`config.mk`:
```
export PLATFORM = sky130hd
export DESIGN_NAME = left_shift_by_one
export DESIGN_NICKNAME = d
export VERILOG_FILES = /design/src/rtl/left_shift_by_one_pkg.sv /design/src/rtl/left_shift_by_one_core.sv /design/src/rtl/left_shift_by_one.sv
export SDC_FILE = /design/constraint.sdc
export NUM_CORES = 1
export LEC_CHECK = 0
export ABC_AREA = 1
export BUFFER_PORTS_ARGS = -buffer_cell sky130_fd_sc_hd__buf_4
export CORE_AREA = 2 2 83 104
export CTS_CLUSTER_DIAMETER = 150
export CTS_CLUSTER_SIZE = 10
export DETAILED_ROUTE_END_ITERATION = 10
export DIE_AREA = 0 0 85 106
export MAX_ROUTING_LAYER = met4
export PLACE_DENSITY = 0.71
export REMOVE_ABC_BUFFERS = 1
export SLEW_MARGIN = 40
export SYNTH_ARGS = -nofsm -noshare
export SYNTH_HDL_FRONTEND = slang
export SYNTH_SLANG_ARGS = --single-unit
```
`constraint.sdc`:
```
create_clock -name clk -period 0.8 [get_ports clk]
set_input_delay 0.16 -clock clk [delete_from_list [all_inputs] [get_ports clk]]
set_output_delay 0.16 -clock clk [all_outputs]
set_load 0.02 [all_outputs]
```
`src/rtl/left_shift_by_one_pkg.sv`:
```
// -----------------------------------------------------------------------------
// left_shift_by_one_pkg
// Shared constants and helpers for the registered shift-left-by-one block.
//   DEFAULT_WIDTH : default datapath width (64 bits)
//   MAX_WIDTH     : widest operand the zero-detect helper accepts
//   is_all_zero() : zero-compare helper used by the shift core
// -----------------------------------------------------------------------------
package left_shift_by_one_pkg;

    localparam int DEFAULT_WIDTH = 64;

    // Upper bound for the zero helper; narrower operands are zero-extended
    // before the call, which leaves the result unchanged.
    localparam int MAX_WIDTH = 1024;

    function automatic logic is_all_zero(input logic [MAX_WIDTH-1:0] value);
        return (value == {MAX_WIDTH{1'b0}});
    endfunction

endpackage : left_shift_by_one_pkg

```
`src/rtl/left_shift_by_one_core.sv`:
```
// -----------------------------------------------------------------------------
// left_shift_by_one_core
// Purely combinational shift-left-by-one with carry-out and zero detect.
// Ports:
//   in       [WIDTH-1:0] operand
//   fill_bit             value inserted at bit 0
//   shifted  [WIDTH-1:0] {in[WIDTH-2:0], fill_bit}
//   co                   bit shifted out (in[WIDTH-1])
//   z                    1 when shifted is all zeros
// WIDTH must be at least 2 and at most MAX_WIDTH.
// -----------------------------------------------------------------------------
module left_shift_by_one_core
    import left_shift_by_one_pkg::*;
#(
    parameter int WIDTH = DEFAULT_WIDTH
) (
    input  logic [WIDTH-1:0] in,
    input  logic             fill_bit,
    output logic [WIDTH-1:0] shifted,
    output logic             co,
    output logic             z
);

    logic [MAX_WIDTH-1:0] shifted_ext;

    // Logical shift: the MSB leaves through co and is never rotated into bit 0.
    assign shifted     = {in[WIDTH-2:0], fill_bit};
    assign co          = in[WIDTH-1];
    assign shifted_ext = MAX_WIDTH'(shifted);
    assign z           = is_all_zero(shifted_ext);

endmodule : left_shift_by_one_core

```
`src/rtl/left_shift_by_one.sv`:
```
// -----------------------------------------------------------------------------
// left_shift_by_one
// Registered logical left shift by one bit, latency 1, one operand per cycle.
// Ports:
//   clk        rising-edge clock
//   rst_n      asynchronous active-low reset
//   in_valid   qualifies in / fill_bit this cycle
//   in         [WIDTH-1:0] operand
//   fill_bit   value inserted at bit 0 (tie 0 for a plain shift)
//   out_valid  out / carry_out / zero hold a result produced last cycle
//   out        [WIDTH-1:0] registered {in[WIDTH-2:0], fill_bit}
//   carry_out  registered in[WIDTH-1]
//   zero       registered "out is all zeros"
// -----------------------------------------------------------------------------
module left_shift_by_one
    import left_shift_by_one_pkg::*;
#(
    parameter int WIDTH = DEFAULT_WIDTH
) (
    input  logic             clk,
    input  logic             rst_n,
    input  logic             in_valid,
    input  logic [WIDTH-1:0] in,
    input  logic             fill_bit,
    output logic             out_valid,
    output logic [WIDTH-1:0] out,
    output logic             carry_out,
    output logic             zero
);

    logic [WIDTH-1:0] shifted;
    logic             co;
    logic             z;

    left_shift_by_one_core #(
        .WIDTH (WIDTH)
    ) u_core (
        .in       (in),
        .fill_bit (fill_bit),
        .shifted  (shifted),
        .co       (co),
        .z        (z)
    );

    // NOTE: every output register is cleared by reset; zero resets to 0 because
    // no valid result exists while in reset.
    always_ff @(posedge clk or negedge rst_n) begin
        if (!rst_n) begin
            out_valid <= 1'b0;
            out       <= '0;
            carry_out <= 1'b0;
            zero      <= 1'b0;
        end else begin
            // NOTE: non-blocking assignments so all registers update from the
            // same pre-edge values.
            out_valid <= in_valid;
            // Data registers only load on a valid operand, so garbage on in
            // while in_valid is low never reaches the outputs.
            if (in_valid) begin
                out       <= shifted;
                carry_out <= co;
                zero      <= z;
            end
        end
    end

endmodule : left_shift_by_one

```
==> run_results.csv <==
group,metric,value,unit
status,run_status,"complete, but fails checks",
status,failed_checks,"setup timing",
timing,slew_headroom,86.2,%
setup_path,startpoint_of_the_most_critical_register_to_register_path,"out[2]$_DFFE_PN0P_",
drt,wirelength_routed,8020,um
worst_hold_path,whs_endpoint,"out[22]$_DFFE_PN0P_",
pwr,intPower,0.00595,W
grt,number_of_antenna_violations_at_the_first_check_in_global_routing,0,
pwr,pwr-share-seq,46.7,%
logic_synthesis,synth_enable_flop_cells,0,
grt,grt_start_max_net_pins,45,
drt,detailed_route_wire_length_per_cell,13.0,um
logic_synthesis,gate_count_of_the_mapped_netlist,329,
logic_synthesis,post_synth.cell_area_avg,8.34,um2
timing,clock.fmax,953,MHz
pwr,pwr-share-comb,26.1,%
run,max_cap_viol_count,0,
clock_tree,clockRootBuffer,"clkbuf_8",
logic_synthesis,post_synth_most_frequent_cells,"nand2_1 (161), dfrtp_1 (67), nor2_1 (27)",
worst_hold_path,timing.hold.worst_path_depth,3,
floorplan,core_region_area,0.00810,mm2
drt,ant_nets,0,
grt,gr-total-overflow,0,
logic_synthesis,synth_seq_area_share,61.1,%
setup_path,critPathCaptureType,"primary output",
pwr,p_clk_share,27.2,%
setup_path,critical_path.max_fanout,2,
place,port_buffers,134,
cells_and_area,drive_gt1_share,40.3,%
logic_synthesis,synth_flop_cell,"dfrtp_1",
timing,holdWs,0.0204,ns
clock_tree,path_clk_slew,0.07,ns
logic_synthesis,synth_area,0.00274,mm2
pwr,switching_power_summed_over_all_nets,0.00242,W
logic_synthesis,synth_top_area_share,61.1,%
clock_tree,cts_htree_levels,3,
setup_path,critical_path_arrival,0.89,ns
setup_path,timing.critical_path.required,0.64,ns
timing,rsz_0062_raised_after_global_routing,"yes",
logic_synthesis,netlist-cell-type-count,16,
setup_path,startpoint,"out[61]$_DFFE_PN0P_",
cells_and_area,final_instance_area,0.00466,mm2
drt,drtIter0Drc,92,
setup_path,worst-setup-path-type,"flop to primary output",
setup_path,critical_path_buf_inv_count,1,
clock_tree,cts_tree,"yes",
timing,hold_viol_final,0,
pwr,irDropWorstVdd,1.04,mV
floorplan,die_w,85,um
pwr,p_leak,2.53,nW
timing,slew_violations,0,
timing,setup_viol_count_final,73,
clock_tree,numCtsBuffers,9,
drt,detail_route.drc_violations,0,
logic_synthesis,synth_seq_cells,67,
floorplan,ios,135,
timing,worstMarginPinSlew,0.207,ns
floorplan,die_area,0.00901,mm2
floorplan,initial_core_util,33.9,%
cells_and_area,area_growth,70.0,%
setup_path,timing.critical_path.max_delay_family,"flip-flops",
grt,gr-usage-all-layers,18.7,%
floorplan,placement_rows,37,
grt,first_global_vias,2769,
setup_path,timing.critical_path.slowest_stage_cell,"dfrtp_1",
place,place_hpwl,5720,um
worst_hold_path,min_from,"in[21]",
drt,routed_vias_inst,4.49,
setup_path,worst-r2r-cell-count,4,
timing,final_critical_path_setup_slack,-0.249,ns
pwr,power_density,1790,mW/mm2
logic_synthesis,synth.area.top_cells,"dfrtp_1 (61%), nand2_1 (22%), nor2_1 (3.7%)",
cells_and_area,fillerInstances,742,
timing,worst_clock_skew,0,ns
logic_synthesis,yosysMostFrequentCell,"nand2_1",
place,post_dp_cell_area,0.00402,mm2
pwr,switching_share,28.9,%
cells_and_area,antenna-diode-count,0,
logic_synthesis,synth.yosys.warnings,0,
setup_path,worstPathCellList,"buf_6",
setup_path,maximum_cell_stage_delay_along_the_critical_path,0.40,ns
drt,via_count,2763,
setup_path,register_to_register_setup_slack,-0.05,ns
grt,grt_pass1_wl,12800,um
clock_tree,cts_sinks,67,
clock_tree,clk-insertion-delay-late,0.35,ns
timing,post-route-min-period,1.05,ns
setup_path,worst_setup_path_start_kind,"flop",
clock_tree,ctsLongestPathBuffers,2,
drt,firstDrtPassIters,4,
timing,share_of_the_clock_period_used_by_the_worst_path,131,%
place,globalplace.congestion,0.799,
logic_synthesis,netlist.top_cell.by_area,"dfrtp_1",
worst_hold_path,hp-class,"primary input to flop",
cells_and_area,finish.net_count,583,
logic_synthesis,async_reset_ff_share,100,%
floorplan,dieHeight,106,um
setup_path,regToRegEndpoint,"out[2]$_DFFE_PN0P_",
-- metrics by stage --
step | TNS [ns] | setup WS [ns] | cells | utilization, % | total power, W
floorplan | -16.99 | -0.282 | 315 | - | 0.00462
global placement | -2.73 | -0.260 | 571 | 49.6 | 0.00568
detailed placement | -3.72 | -0.252 | 571 | 49.6 | 0.00573
CTS | -16.99 | -0.273 | 597 | 55.7 | 0.00834
global route | -17.97 | -0.283 | 615 | 57.6 | 0.00876
finish | -15.85 | -0.249 | 615 | 57.6 | 0.00837
-- cell families (layout without fill, tap and decap cells) --
family	count (synthesis)	in the layout	synth area share [%]
compound gates	21	21	3.92
flops	67	67	61.1
buf+inv	36	225	5.75
simple gates	205	205	29.2
-- power by group through the flow --
stage | clock network [W] | logic [W] | registers (W)
floorplan | 0 | 0.000352 | 0.00426
global placement | 0 | 0.00177 | 0.00390
detailed placement | 0 | 0.00181 | 0.00391
CTS | 0.00237 | 0.00207 | 0.00391
global route | 0.00247 | 0.00236 | 0.00393
finish | 0.00227 | 0.00218 | 0.00391
-- placed cells by master (no fill, tap or decap), drive strengths merged --
cell type      n
nor2          29
or2            1
o21ai         20
dlygate4sd3    2
nand3         12
buf          187
dfrtp         67
o21a           1
inv           22
clkbuf        14
nand2        162
nor3           1
-- what timing repair did --
item / CTS / global route
endpoints found under the setup margin: 67 / 68
setup buffers: 10 / 18
gates cloned: 0 / 0
hold buffers: 2 / 0
gates resized for setup: 67 / 6
endpoints found under the hold margin: 68 / 0
pin swaps: 0 / 0
-- worst max-delay path by stage --
| stage | endpoint | slack, ns | cells past startpoint |
|---|---|---|---|
| floorplan | out[10]$_DFFE_PN0P_ | -0.28 | 3 |
| global placement | zero$_DFFE_PN0P_ | -0.26 | 8 |
| detailed placement | zero$_DFFE_PN0P_ | -0.25 | 8 |
| CTS | out[27] | -0.27 | 1 |
| global route | out[31] | -0.28 | 1 |
| finish | out[61] | -0.25 | 1 |
-- state kept, by name (all words and copies together), names as in the netlist --
name / cells
carry_out: 1
out: 64
out_valid: 1
zero: 1
-- cell type report --
| type | count | area [um2] | area share (%) |
|---|---|---|---|
| Timing Repair Buffer | 189 | 1720 | 36.9 |
| Inverter | 22 | 82.6 | 1.77 |
| Multi-Input combinational cell | 226 | 920 | 19.7 |
| Sequential cell | 67 | 1680 | 36.0 |
| Tap cell | 97 | 121 | 2.60 |
| Clock buffer | 14 | 143 | 3.06 |
-- metal layers --
| layer | vias to the layer above | wire length, um | global-route usage, % |
|---|---|---|---|
| met4 | 0 | 280 | 10.8 |
| met2 | 91 | 4090 | 30.6 |
| met3 | 21 | 476 | 4.04 |
| met5 | - | 0 | - |
| met1 | 1289 | 3180 | 21.1 |
| li1 | 1362 | - | - |
Power figures use the tool's default switching activity.
